[config.mk]
export PLATFORM = sky130hd
export DESIGN_NAME = fpu_dispatch
export DESIGN_NICKNAME = d
export VERILOG_FILES = /design/src/rtl/fpu_dispatch.sv
export SDC_FILE = /design/constraint.sdc
export NUM_CORES = 1
export LEC_CHECK = 0
export ABC_AREA = 1
export BUFFER_PORTS_ARGS = -buffer_cell sky130_fd_sc_hd__buf_2
export CAP_MARGIN = 10
export CELL_PAD_IN_SITES_DETAIL_PLACEMENT = 1
export CELL_PAD_IN_SITES_GLOBAL_PLACEMENT = 1
export CORE_ASPECT_RATIO = 1.75
export CORE_MARGIN = 2
export CORE_UTILIZATION = 36
export DETAILED_ROUTE_END_ITERATION = 10
export GPL_TIMING_DRIVEN = 0
export MAX_ROUTING_LAYER = met4
export PLACE_DENSITY_LB_ADDON = 0.1
export SLEW_MARGIN = 30
export SYNTH_ARGS = -nofsm -noshare
export SYNTH_HDL_FRONTEND = slang
export SYNTH_SLANG_ARGS = --single-unit
export TNS_END_PERCENT = 50
[constraint.sdc]
create_clock -name clk -period 6.6 [get_ports clk]
set_clock_uncertainty 0.05 [all_clocks]
set_input_delay 0.33 -clock clk [delete_from_list [all_inputs] [get_ports clk]]
set_output_delay 0.33 -clock clk [all_outputs]
set_load 0.02 [all_outputs]
[src/rtl/fpu_dispatch.sv]
// fpu_dispatch: FIFO-buffered issue stage that hands FP requests to the FPU one at a time
// and returns each result (or a watchdog abort) on a valid/ready response port.
module fpu_dispatch #(
  parameter int BIT_WIDTH = 32,
  parameter int OP_WIDTH  = 5,
  parameter int DEPTH     = 4,
  parameter int TIMEOUT   = 64
) (
  input  logic                       clk,
  input  logic                       rst_n,
  input  logic                       req_valid,
  output logic                       req_ready,
  input  logic [OP_WIDTH-1:0]        req_op,
  input  logic [BIT_WIDTH-1:0]       req_a,
  input  logic [BIT_WIDTH-1:0]       req_b,
  output logic                       fpu_instr_received,
  output logic [OP_WIDTH-1:0]        fpu_op_mask,
  output logic [BIT_WIDTH-1:0]       fpu_input_1,
  output logic [BIT_WIDTH-1:0]       fpu_input_2,
  input  logic                       fpu_unit_busy,
  input  logic [BIT_WIDTH-1:0]       fpu_reg_lo,
  input  logic [BIT_WIDTH-1:0]       fpu_reg_hi,
  output logic                       rsp_valid,
  input  logic                       rsp_ready,
  output logic [BIT_WIDTH-1:0]       rsp_lo,
  output logic [BIT_WIDTH-1:0]       rsp_hi,
  output logic                       rsp_timeout,
  output logic [$clog2(DEPTH):0]     fifo_count
);
  localparam int AW = $clog2(DEPTH);
  localparam int CW = AW + 1;
  localparam int WW = $clog2(TIMEOUT);
  typedef enum logic [2:0] {S_IDLE, S_ISSUE, S_WAIT_BUSY, S_WAIT_DONE, S_RESP} state_t;
  state_t               r_state;
  logic [OP_WIDTH-1:0]  r_op_mem [DEPTH];
  logic [BIT_WIDTH-1:0] r_a_mem  [DEPTH];
  logic [BIT_WIDTH-1:0] r_b_mem  [DEPTH];
  logic [AW-1:0]        r_wptr;
  logic [AW-1:0]        r_rptr;
  logic [CW-1:0]        r_count;
  logic [WW-1:0]        r_wd;
  logic                 w_push;
  logic                 w_pop;
  logic                 w_timeout;
  assign w_pop      = r_state == S_IDLE && r_count != '0 && !rsp_valid;
  // a full FIFO still accepts in the cycle its head is popped
  assign req_ready  = r_count != CW'(DEPTH) || w_pop;
  assign w_push     = req_valid && req_ready;
  // watchdog counts cycles since issue; abort on the edge it would reach TIMEOUT-1
  assign w_timeout  = r_wd == WW'(TIMEOUT - 2);
  assign fifo_count = r_count;
  always_ff @(posedge clk) begin
    if (!rst_n) begin
      r_wptr  <= '0;
      r_rptr  <= '0;
      r_count <= '0;
    end else begin
      if (w_push) r_wptr <= r_wptr + AW'(1);
      if (w_pop) r_rptr <= r_rptr + AW'(1);
      r_count <= r_count + CW'(w_push) - CW'(w_pop);
    end
  end
  always_ff @(posedge clk) begin
    if (w_push) begin
      r_op_mem[r_wptr] <= req_op;
      r_a_mem[r_wptr]  <= req_a;
      r_b_mem[r_wptr]  <= req_b;
    end
  end
  always_ff @(posedge clk) begin
    if (!rst_n) begin
      r_state            <= S_IDLE;
      r_wd               <= '0;
      fpu_instr_received <= 1'b0;
      fpu_op_mask        <= '0;
      fpu_input_1        <= '0;
      fpu_input_2        <= '0;
      rsp_valid          <= 1'b0;
      rsp_lo             <= '0;
      rsp_hi             <= '0;
      rsp_timeout        <= 1'b0;
    end else begin
      case (r_state)
        S_IDLE: begin
          r_wd <= '0;
          if (w_pop) begin
            fpu_op_mask        <= r_op_mem[r_rptr];
            fpu_input_1        <= r_a_mem[r_rptr];
            fpu_input_2        <= r_b_mem[r_rptr];
            fpu_instr_received <= 1'b1;
            r_state            <= S_ISSUE;
          end
        end
        S_ISSUE: begin
          fpu_instr_received <= 1'b0;
          r_wd               <= r_wd + WW'(1);
          r_state            <= S_WAIT_BUSY;
        end
        S_WAIT_BUSY, S_WAIT_DONE: begin
          r_wd <= r_wd + WW'(1);
          if (w_timeout) begin
            rsp_lo      <= '0;
            rsp_hi      <= '0;
            rsp_timeout <= 1'b1;
            rsp_valid   <= 1'b1;
            r_state     <= S_RESP;
          end else if (r_state == S_WAIT_DONE && !fpu_unit_busy) begin
            rsp_lo      <= fpu_reg_lo;
            rsp_hi      <= fpu_reg_hi;
            rsp_timeout <= 1'b0;
            rsp_valid   <= 1'b1;
            r_state     <= S_RESP;
          end else if (r_state == S_WAIT_BUSY && fpu_unit_busy) begin
            r_state <= S_WAIT_DONE;
          end
        end
        S_RESP: begin
          if (rsp_ready) begin
            rsp_valid   <= 1'b0;
            rsp_timeout <= 1'b0;
            r_state     <= S_IDLE;
          end
        end
        default: r_state <= S_IDLE;
      endcase
    end
  end
endmodule

==> results.ini <==
[worst_setup_path]
crit_path_end_kind=flip-flop
slowest_delay_ns=0.56
arrival_ns=3.04
worst-path-max-fanout=15
cp_num_buf_inv=4
required_ns=6.80
crit_chain=nor2_1 -> nand2_1 -> inv_2 -> nand3_4 -> nand2_1 -> nand2_2 -> nor2_4 -> buf_16 -> buf_16 -> buf_16
cpMostUsedCell=buf_16
cpMaxStageDelayCell=nor2_4
cp_top_family=simple AND/OR/NAND/NOR gates
worst_setup_path_start_kind=flip-flop
criticalPathCategory=reg -> reg

[placement]
numPortBuffers=277
place_hpwl_mm=34.9
dp_cells=2268
place_congestion=0.788
pre_cts_ws_ns=3.74

[global_route]
gr-usage-all-layers_pct=21.9
grt_pass1_wl_mm=75.3
grt-ovfl-total=0
grt_start_max_net_pins=19
antenna_found_initial=2
grt_pass1_vias=13100

[sta]
fmax_mhz=352
setup_violations=0
finalCriticalPeriod_ns=2.84
finalSetupTns_ns=0
final.setup.worst_slack_ns=3.76
hold_violations=0
grt_setup_unrepaired=no
fin_crit_sh_pct=43.0
drv_slew=0
worst_pin_slew_ns=0.765
slew_headroom_pct=49.0

[finish]
stdcell_count=2446
final_layout_size_suffix_gt1_share_pct=22.4
layout.nets=1988
final_util_pct=47.5
mostFrequentLayoutCell=buf_2
area_delta_synth_final_pct=31.0
fill_cells=4802
layout_common_cells=buf_2 (309), nor2_1 (296), edfxtp_1 (276), dfxtp_1 (152), o21ai_1 (109)

[routing]
wirelength_mm=49.9
ant_nets=0
via_count=12300
wire_per_inst_um=20.4
drt_iter0_markers=595
drc=0
viasPerCell=5.03
dr.pass1.iters=5

[clocking]
tritoncts=yes
htreeDepth=2
cts_root_buf=clkbuf_16
clock-sinks=428
clk_pin_slew_ns=0.07
worstSkewPairLatency_ns=0.54
numCtsBuffers=41
max-clock-path-buffers=3

[synthesis]
synth_top_area_share_pct=52.0
synth_area_um2=16000
synth.distinct_cells=29
ys_ff_latch=428
yosys_warnings=0
avgSynthCellArea_um2=11.4
synthCells=1403
synth_area_leaders=edfxtp_1 (52%), dfxtp_1 (19%), nor2_1 (7.1%)
syn-num-nets=1550
synth.largest_area_cell=edfxtp_1
yosysSeqAreaShare_pct=71.0

[die]
initial_utilization_pct=36.2
die_x_um=163
io_pins=278
rows=102
die_height_um=282
dieArea_um2=46100
core_um2=44000

[power]
p_leak_nw=7.99
power_density_nw_per_um2=388
p_clk_share_pct=29.8
p_seq_share_pct=41.3
pwr-share-comb_pct=28.9
intPower_mw=5.35
power_mw=8.12
ir_drop_mv=0.240
power_switching_share_pct=34.2
p_sw_mw=2.77

[job]
max_cap_violations=0

[outcome]
status=completed

[hold_path]
min_path_type=in -> reg

Yosys cell counts:
| master | instances |
|---|---|
| a21oi_1 | 74 |
| a41oi_1 | 1 |
| buf_2 | 32 |
| buf_4 | 12 |
| buf_6 | 2 |
| clkbuf_1 | 55 |
| dfxtp_1 | 152 |
| edfxtp_1 | 276 |
| fa_1 | 1 |
| ha_1 | 8 |
| inv_1 | 23 |
| inv_2 | 8 |
| nand2_1 | 92 |
| nand2_2 | 2 |
| nand3_1 | 5 |
| nand3_4 | 2 |
| nand4_1 | 64 |
| nor2_1 | 300 |
| nor2_2 | 2 |
| nor2_4 | 1 |
| nor3_1 | 4 |
| nor3b_1 | 1 |
| o21ai_0 | 103 |
| o21ai_1 | 109 |
| o21ai_2 | 1 |
| o22ai_1 | 69 |
| or2_1 | 1 |
| or2_2 | 1 |
| xor2_1 | 2 |
cell type report:
cell class	count	area [µm²]	share of cell area, %
clock buffers	59	1190	5.68
flip-flops and latches	428	11300	54.2
inverters	31	116	0.557
well taps	572	716	3.42
multi-input cells	843	4060	19.4
clock inverters	15	180	0.862
diodes	2	5.00	0.0239
plain buffers	101	479	2.29
repair buffers	395	2830	13.6
metal layers:
layer  wire [µm]  global-route usage, %  part of all wire (%)  up-vias
met2       26900                   41.4                    54      314
met1       19400                   23.2                    39     6022
met3        2050                   3.01                   4.1       97
met4        1570                   7.53                   3.1        0
li1            -                      -                     -     5882
met5           0                      -                     0        -
path summary, 6_finish.rpt:
check	start	endpoint	slack [ns]	cells after the start
worst min register to register	rsp_lo[30]	rsp_lo[30]	0.41	2
worst max register to register	r_state[1]	r_b_mem[1][8]	3.76	10
worst max-delay path	r_state[1]	r_b_mem[1][8]	3.76	10
worst min-delay path	fpu_reg_lo[18]	rsp_lo[18]	0.02	3
per-stage QoR:
stage	area [µm²]	hold slack [ns]
final	20900	0.0210
after global routing	20900	0.0158
after CTS	20900	0.000131
after detailed placement	18500	0.398
after global placement	18100	0.396
after floorplan	16000	0.379
sequential cells by signal, summed over array words and instances (netlist names):
| register | cells |
|---|---|
| fpu_op_mask | 5 |
| fpu_instr_received | 1 |
| r_wd | 6 |
| r_rptr | 2 |
| rsp_timeout | 1 |
| r_op_mem | 20 |
| fpu_input_1 | 32 |
| rsp_hi | 32 |
| r_a_mem | 128 |
| fpu_input_2 | 32 |
| r_b_mem | 128 |
| r_wptr | 2 |
| r_state | 3 |
| fifo_count | 3 |
| rsp_valid | 1 |
| rsp_lo | 32 |
power by group through the flow:
stage / sequential [mW] / combinational, mW / clock (mW)
3_5_place_dp: 3.42 / 2.34 / 0
6_report: 3.36 / 2.34 / 2.42
4_1_cts: 3.36 / 2.40 / 2.48
5_1_grt: 3.39 / 2.60 / 2.56
2_1_floorplan: 3.58 / 1.18 / 0
3_3_place_gp: 3.45 / 2.20 / 0
what timing repair did:
item / 4_1_cts / 5_1_grt
hold endpoints to repair: 309 / 0
buffers inserted: 0 / 0
hold buffers: 102 / 0
resized for setup: 0 / 0
endpoints found under the setup margin: 0 / 0
kinds of logic (layout without fill, tap and decap cells):
kind of cell / after synthesis / after routing / synth area share [%]
XOR/XNOR: 2 / 2 / 0.110
other: 0 / 2 / 0
buffers and inverters: 132 / 601 / 3.73
adder cells (fa/ha/maj): 9 / 9 / 0.753
flip-flops: 428 / 428 / 71.0
AND/OR/NAND/NOR: 475 / 475 / 12.6
AO/OA/AOI/OAI: 357 / 357 / 11.8
tightest hold or removal path: stages:
cell and delay [ns]:
buf_2 0.10, nand4_1 0.07, a21oi_1 0.06
Note: power is estimated with default switching activity, not from simulation.
